File: src/rtl/wb_queue.sv
// Write-back queue: FIFO of {addr,data} that drains one register-file write per cycle.
// WB_QUEUE_BYPASS_EN adds combinational lookup forwarding of the youngest pending data.
// Latency: accept at edge N, we3 high during cycle N+1. Backpressure: req_ready low only when full.
module wb_queue #(
    parameter int ADDR_WDTH = 5,
    parameter int DATA_WDTH = 32,
    parameter int DEPTH     = 4
) (
    input  logic                         clk,
    input  logic                         rst,
    input  logic                         req_valid,
    output logic                         req_ready,
    input  logic [ADDR_WDTH-1:0]         req_addr,
    input  logic [DATA_WDTH-1:0]         req_data,
    input  logic                         wb_stall,
    output logic                         we3,
    output logic [ADDR_WDTH-1:0]         ad3,
    output logic [DATA_WDTH-1:0]         wd3,
    input  logic [ADDR_WDTH-1:0]         la1,
    input  logic [ADDR_WDTH-1:0]         la2,
    output logic                         hit1,
    output logic                         hit2,
    output logic [DATA_WDTH-1:0]         hd1,
    output logic [DATA_WDTH-1:0]         hd2,
    output logic [$clog2(DEPTH):0]       count
);
    localparam int PW = $clog2(DEPTH);
    localparam int CW = PW + 1;

    typedef struct packed {
        logic [ADDR_WDTH-1:0] addr;
        logic [DATA_WDTH-1:0] data;
    } entry_t;

    entry_t        mem_q [DEPTH];
    entry_t        mem_d [DEPTH];
    logic [PW-1:0] head_q, head_d;
    logic [PW-1:0] tail_q, tail_d;
    logic [CW-1:0] count_q, count_d;
    logic          push, pop;

    // Writes to register 0 are handshaked but dropped, so they never occupy a slot.
    always_comb begin
        req_ready = (count_q != CW'(DEPTH));
        pop       = (count_q != '0) && !wb_stall;
        push      = req_valid && req_ready && (req_addr != '0);
        head_d    = head_q;
        tail_d    = tail_q;
        count_d   = count_q;
        mem_d     = mem_q;
        if (push) begin
            mem_d[tail_q] = '{addr: req_addr, data: req_data};
            tail_d        = tail_q + 1'b1;
        end
        if (pop) begin
            head_d = head_q + 1'b1;
        end
        if (push && !pop) begin
            count_d = count_q + 1'b1;
        end else if (pop && !push) begin
            count_d = count_q - 1'b1;
        end
    end

    always_ff @(posedge clk or posedge rst) begin
        if (rst) begin
            head_q  <= '0;
            tail_q  <= '0;
            count_q <= '0;
        end else begin
            head_q  <= head_d;
            tail_q  <= tail_d;
            count_q <= count_d;
        end
    end

    always_ff @(posedge clk) begin
        mem_q <= mem_d;
    end

    assign we3   = pop;
    assign ad3   = (count_q != '0) ? mem_q[head_q].addr : '0;
    assign wd3   = (count_q != '0) ? mem_q[head_q].data : '0;
    assign count = count_q;

`ifdef WB_QUEUE_BYPASS_EN
    logic [PW-1:0] lk_idx;

    // Scan oldest to youngest so the last match left standing is the youngest.
    always_comb begin
        hit1   = 1'b0;
        hit2   = 1'b0;
        hd1    = '0;
        hd2    = '0;
        lk_idx = head_q;
        for (int i = 0; i < DEPTH; i++) begin
            lk_idx = head_q + PW'(i);
            if (CW'(i) < count_q) begin
                if ((la1 != '0) && (mem_q[lk_idx].addr == la1)) begin
                    hit1 = 1'b1;
                    hd1  = mem_q[lk_idx].data;
                end
                if ((la2 != '0) && (mem_q[lk_idx].addr == la2)) begin
                    hit2 = 1'b1;
                    hd2  = mem_q[lk_idx].data;
                end
            end
        end
    end
`else
    logic unused_la;
    assign unused_la = ^{la1, la2};
    assign hit1      = 1'b0;
    assign hit2      = 1'b0;
    assign hd1       = '0;
    assign hd2       = '0;
`endif

endmodule

File: config.mk
export PLATFORM = sky130hd
export DESIGN_NAME = wb_queue
export DESIGN_NICKNAME = d
export VERILOG_FILES = /design/src/rtl/wb_queue.sv
export SDC_FILE = /design/constraint.sdc
export NUM_CORES = 1
export LEC_CHECK = 0
export CORE_MARGIN = 2
export CORE_UTILIZATION = 34
export CTS_CLUSTER_DIAMETER = 150
export DETAILED_ROUTE_END_ITERATION = 6
export PLACE_DENSITY = 0.65
export RECOVER_POWER = 100
export SLEW_MARGIN = 15
export SYNTH_ARGS = -nofsm -noshare
export SYNTH_HDL_FRONTEND = slang
export SYNTH_SLANG_ARGS = --single-unit
File: constraint.sdc
create_clock -name clk -period 2.6 [get_ports clk]
set_input_delay 0.65 -clock clk [delete_from_list [all_inputs] [get_ports clk]]
set_output_delay 0.65 -clock clk [all_outputs]
set_load 0.05 [all_outputs]
## Yosys cells after proc, flatten, opt, wreduce, memory -nomap -nowiden

Index checks and enable logic that the tools add are counted.
W data, S select, Z words.

| operators by class | value |
|---|---|
| $lt $le $gt $ge | 3 |
| mux-type cells | 10 |
| add/subtract/negate cells | 4 |
| bitwise operators | 2 |
| eq/ne operators | 1 |
| reductions and logical operators | 12 |

Operators by type and width:

| kind | count |
|---|---|
| $bwmux W148 | 1 |
| $mux W37 | 3 |
| $bmux W37 S2 | 1 |
| $demux W37 S2 | 1 |
| $mux W32 | 1 |
| $ge A3 B3 Y1 const B | 2 |
| $logic_and A1 B1 Y1 | 6 |
| $mux W3 | 2 |
| $not A2 Y3 | 2 |
| $mux W5 | 1 |
| $reduce_bool A5 Y1 | 1 |
| $add A2 B1 Y2 const B | 2 |
| $add A3 B1 Y3 const B | 1 |
| $logic_not A1 Y1 | 3 |
| $lt A3 B1 Y1 const B | 1 |
| $ne A3 B3 Y1 const B | 1 |
| $reduce_bool A3 Y1 | 1 |
| $sub A3 B1 Y3 const B | 1 |
| $reduce_bool A2 Y1 | 1 |

| storage, ports and cells | value |
|---|---|
| input port bits | 51 |
| logic and storage cells | 43 |
| bits in registers | 155 |

## Longest topological paths before layout

| logic depth | value |
|---|---|
| word-level depth | 7 |
| mapped depth | 10 |
| mapped depth without buffers | 9 |

## Worst setup path after synthesis

Ideal clock, no wire load.

| path | value |
|---|---|
| path type | register to register |
| from | register count_q[0], in the netlist count[0] |
| to | register count_q[1], in the netlist count[1] |
| buffers on the path | 1 |
| stages on the path, launching flop included | 9 |
| setup slack | -0.372 ns |
| period minus slack after synthesis | 2.972 ns |
| arrival time | 2.847 ns |
| cell sequence | dfrtp_1 > nor3_1 > clkbuf_2 > nor2_1 > inv_1 > ha_1 > inv_1 > fa_1 > mux2_2 |

RTL lines:

| what | RTL line | source |
|---|---|---|
| start: declaration | 39 | `logic [CW-1:0] count_q, count_d;` |
| start signal: assignment | 73 | `count_q <= count_d;` |
| $reduce_bool A3 Y1 | 45 | `pop = (count_q != '0) && !wb_stall;` |
| $logic_and A1 B1 Y1 | 45 |  |
| net we3 | 16 | `output logic we3,` |
| $logic_not A1 Y1 | 58 | `if (push && !pop) begin` |
| $logic_and A1 B1 Y1 | 58 |  |
| $mux W3 | 58 |  |
| net count_d[1] | 39 |  |

The timed path passes the listed nets, and every way through them passes these cells. The select of a mux whose other input is x is not followed.
A chain may end at the register's enable or synchronous reset.

## Final worst setup path

| path | value |
|---|---|
| from | input port req_addr[2] |
| to | register count_q[1], in the netlist count[1] |

RTL lines:

| what | RTL line | source |
|---|---|---|
| start: declaration | 13 | `input logic [ADDR_WDTH-1:0] req_addr,` |
| $reduce_bool A5 Y1 | 46 | `push = req_valid && req_ready && (req_addr != '0);` |
| $logic_and A1 B1 Y1 | 46 |  |
| net push | 40 | `logic push, pop;` |
| $logic_and A1 B1 Y1 | 58 |  |
| $mux W3 | 58 |  |
| net count_d[1] | 39 |  |

The timed path passes the listed nets, and every way through them passes these cells.

==> flow_metrics.py <==
metrics = {
    "placed_design": {
        "routabilityCongestion": 0.732,
        "io_buffers": 82,
        "placed_cells_incl_taps": 663,
        "hpwl_mm": 7.29,
        "pre_cts_ws_ps": -369,
        "postPlaceCellArea_um2": 7540,
    },
    "worst_setup_path": {
        "crit_required_ps": 2890,
        "critPathMaxFanout": 2,
        "critical_path_class": "input pin to register",
        "crit_arrival_ps": 2890,
        "start_kind": "input pin",
        "worstSetupEndpointType": "register",
    },
    "drt": {
        "post_drt_wl_per_cell_um": 16.7,
        "firstDrtPassIters": 4,
        "route.vias.total": 3084,
        "postRouteWirelength_mm": 11.6,
        "detail_route.drc_violations": 0,
        "initialDrtViolationCount": 113,
        "count_of_antenna_violating_nets_left_after_detailed_routing": 0,
        "drt-vias-per-instance": 4.44,
    },
    "timing": {
        "timing.clock.skew_ps": 7.23,
        "max_freq_ghz": 0.385,
        "finalCritPeriodShare_pct": 100,
        "hold_viol": 0,
        "final.hold.worst_slack_ps": 576,
        "finalSetupViolCount": 0,
        "rsz0062_at_grt": "yes",
        "timing.slew.headroom_pct": 66.6,
        "layout_setup_ws_ps": 0.0320,
        "timing.final.crit_period_ps": 2600,
        "worst_margin_pin_slew_ps": 499,
        "final-max-slew-violation-count": 0,
    },
    "clocking": {
        "numCtsBuffers": 17,
        "cts_root_buffer": "sky130_fd_sc_hd__clkbuf_16",
        "clock_insertion_delay_worst_skew_ps": 400,
        "htree_levels": 4,
        "tritoncts_num_sinks": 155,
        "clk_pin_slew_ps": 60,
        "clockBufferDepth": 2,
        "tritoncts": "yes",
        "number_of_post_cts_setup_repair_buffers": 0,
    },
    "finish": {
        "area_delta_synth_final_pct": 25.7,
        "fin_cells": 695,
        "final_core_util_pct": 43.6,
        "design.final.nets": 505,
        "post_layout_inst_area_um2": 8190,
        "share_of_cells_above_drive_strength_1_pct": 29.9,
        "antenna_diode_instance_count": 0,
    },
    "yosys": {
        "syn-instance-count": 338,
        "yosysWarningCount": 0,
        "syn_area_per_cell_um2": 19.3,
        "mappedNetlistArea_um2": 6510,
        "seq_area_frac_synth_pct": 70.9,
        "yosysUniqueCellTypes": 23,
        "synth.ff_latch_count": 155,
    },
    "hold_path": {
        "hold_path.class": "register to register",
    },
    "floorplanning": {
        "fp.dieW_um": 142,
        "die_area_um2": 20300,
        "core-area_um2": 18800,
        "floorplan.rows": 50,
        "die_h_um": 142,
        "starting_density_of_the_core_pct": 34.7,
        "floorplan.io_pins": 159,
    },
    "global_routing": {
        "gr-total-overflow": 0,
        "first_global_vias": 3300,
        "grt_first_pass_wirelength_mm": 17.8,
        "grt_start_max_net_pins": 39,
        "grt.total_usage_pct": 12.0,
        "antenna_found_initial": 1,
    },
    "power_and_ir_drop": {
        "power.leakage_nw": 2.92,
        "vdd_ir_max_uv": 781,
        "cellPowerDensity_nw_per_um2": 1360,
    },
    "outcome": {
        "run_status": "finished, final reports clean",
    },
    "run": {
        "maxCapViolCount": 0,
    },
}
-- Yosys cell counts --
cell type / count / area share (%)
sky130_fd_sc_hd__clkbuf_2: 1 / 0.077
sky130_fd_sc_hd__buf_2: 5 / 0.38
sky130_fd_sc_hd__dfrtp_1: 7 / 2.7
sky130_fd_sc_hd__o211a_4: 1 / 0.27
sky130_fd_sc_hd__fa_1: 1 / 0.31
sky130_fd_sc_hd__or4_4: 1 / 0.17
sky130_fd_sc_hd__nor3b_1: 1 / 0.12
sky130_fd_sc_hd__ha_1: 5 / 0.96
sky130_fd_sc_hd__xnor2_1: 2 / 0.27
sky130_fd_sc_hd__nor3_1: 1 / 0.077
sky130_fd_sc_hd__mux4_2: 37 / 13
sky130_fd_sc_hd__inv_1: 5 / 0.29
sky130_fd_sc_hd__nor2_1: 2 / 0.12
sky130_fd_sc_hd__clkbuf_1: 4 / 0.23
sky130_fd_sc_hd__edfxtp_1: 148 / 68
sky130_fd_sc_hd__mux2_2: 1 / 0.17
sky130_fd_sc_hd__or3b_2: 1 / 0.13
sky130_fd_sc_hd__xor2_1: 4 / 0.54
sky130_fd_sc_hd__and2_2: 4 / 0.46
sky130_fd_sc_hd__mux2_4: 1 / 0.23
sky130_fd_sc_hd__conb_1: 1 / 0.058
sky130_fd_sc_hd__nor2b_1: 37 / 3.6
sky130_fd_sc_hd__buf_4: 68 / 7.8
-- critical path, stage by stage --
cell and delay [ps]:
sky130_fd_sc_hd__dlygate4sd3_1 550, sky130_fd_sc_hd__or4_4 480, sky130_fd_sc_hd__o211a_4 240, sky130_fd_sc_hd__ha_1 200
sky130_fd_sc_hd__inv_1 80, sky130_fd_sc_hd__fa_1 410, sky130_fd_sc_hd__mux2_2 270
-- cell usage in the layout (no fill, tap or decap), drive strengths merged, types with 6 or more instances in the layout --
cell type	n
buf	56
clkbuf	21
clkdlybuf4s50	7
clkinv	6
conb	66
dfrtp	7
dlygate4sd3	36
edfxtp	148
inv	10
mux4	37
nor2b	37
-- power by group --
part,switching [mW],internal (mW)
Clock,0.968,1.33
Sequential,0.166,3.30
Combinational,3.31,2.03
-- routing by layer --
layer | routed length, um | global-route usage, %
met5 | 13 | 0
met4 | 70 | 3.96
met3 | 581 | 3.10
met2 | 6180 | 21.2
met1 | 4790 | 14.3
-- cell type report --
class                      count  area [um2]
clock buffer                  17         425
clock inverter                15         139
fill                        1639       10600
inverter                       5        18.8
multi-input combinational    165        1580
sequential                   155        4620
tap                          234         293
timing repair buffer         104        1110
-- flip-flops by register name, indices dropped and copies added, names as in the netlist --
name and flops:
mem_q 148, tail_q 2, head_q 2, count 3
-- cell families after synthesis --
logic type,share of synthesized area (%)
buffers and inverters,8.82
adder cells (fa/ha/maj),1.27
XOR/XNOR,0.807
flip-flops,70.9
AND/OR/NAND/NOR,4.63
other,0.0576
multiplexers,13.2
AO/OA/AOI/OAI,0.269
-- stage by stage --
step / power, mW / setup TNS (ps)
global placement: 8.65 / -11070
detailed placement: 8.71 / -14570
finish: 11.1 / 0
global route: 11.6 / -618
floorplan: 7.11 / -419
CTS: 11.2 / -4.58
-- what timing repair did --
item | in CTS | in global routing
setup endpoints to repair | 14 | 30
resized for setup | 14 | 14
hold buffers | 0 | 0
hold endpoints to repair | 0 | 0
-- worst paths after layout --
kind / start / to / slack [ps] / cells past startpoint
setup / recovery: req_addr[2] / count[1] / 0.03 / 7
hold / removal: count[2] / count[2] / 580 / 1
setup reg to reg: count[0] / count[1] / 360 / 6
hold reg to reg: count[2] / count[2] / 580 / 1
max in group asynchronous: rst / head_q[0] / 1750 / 2
min in group asynchronous: rst / count[0] / 610 / 2
Note: power is estimated with default switching activity, not from simulation.
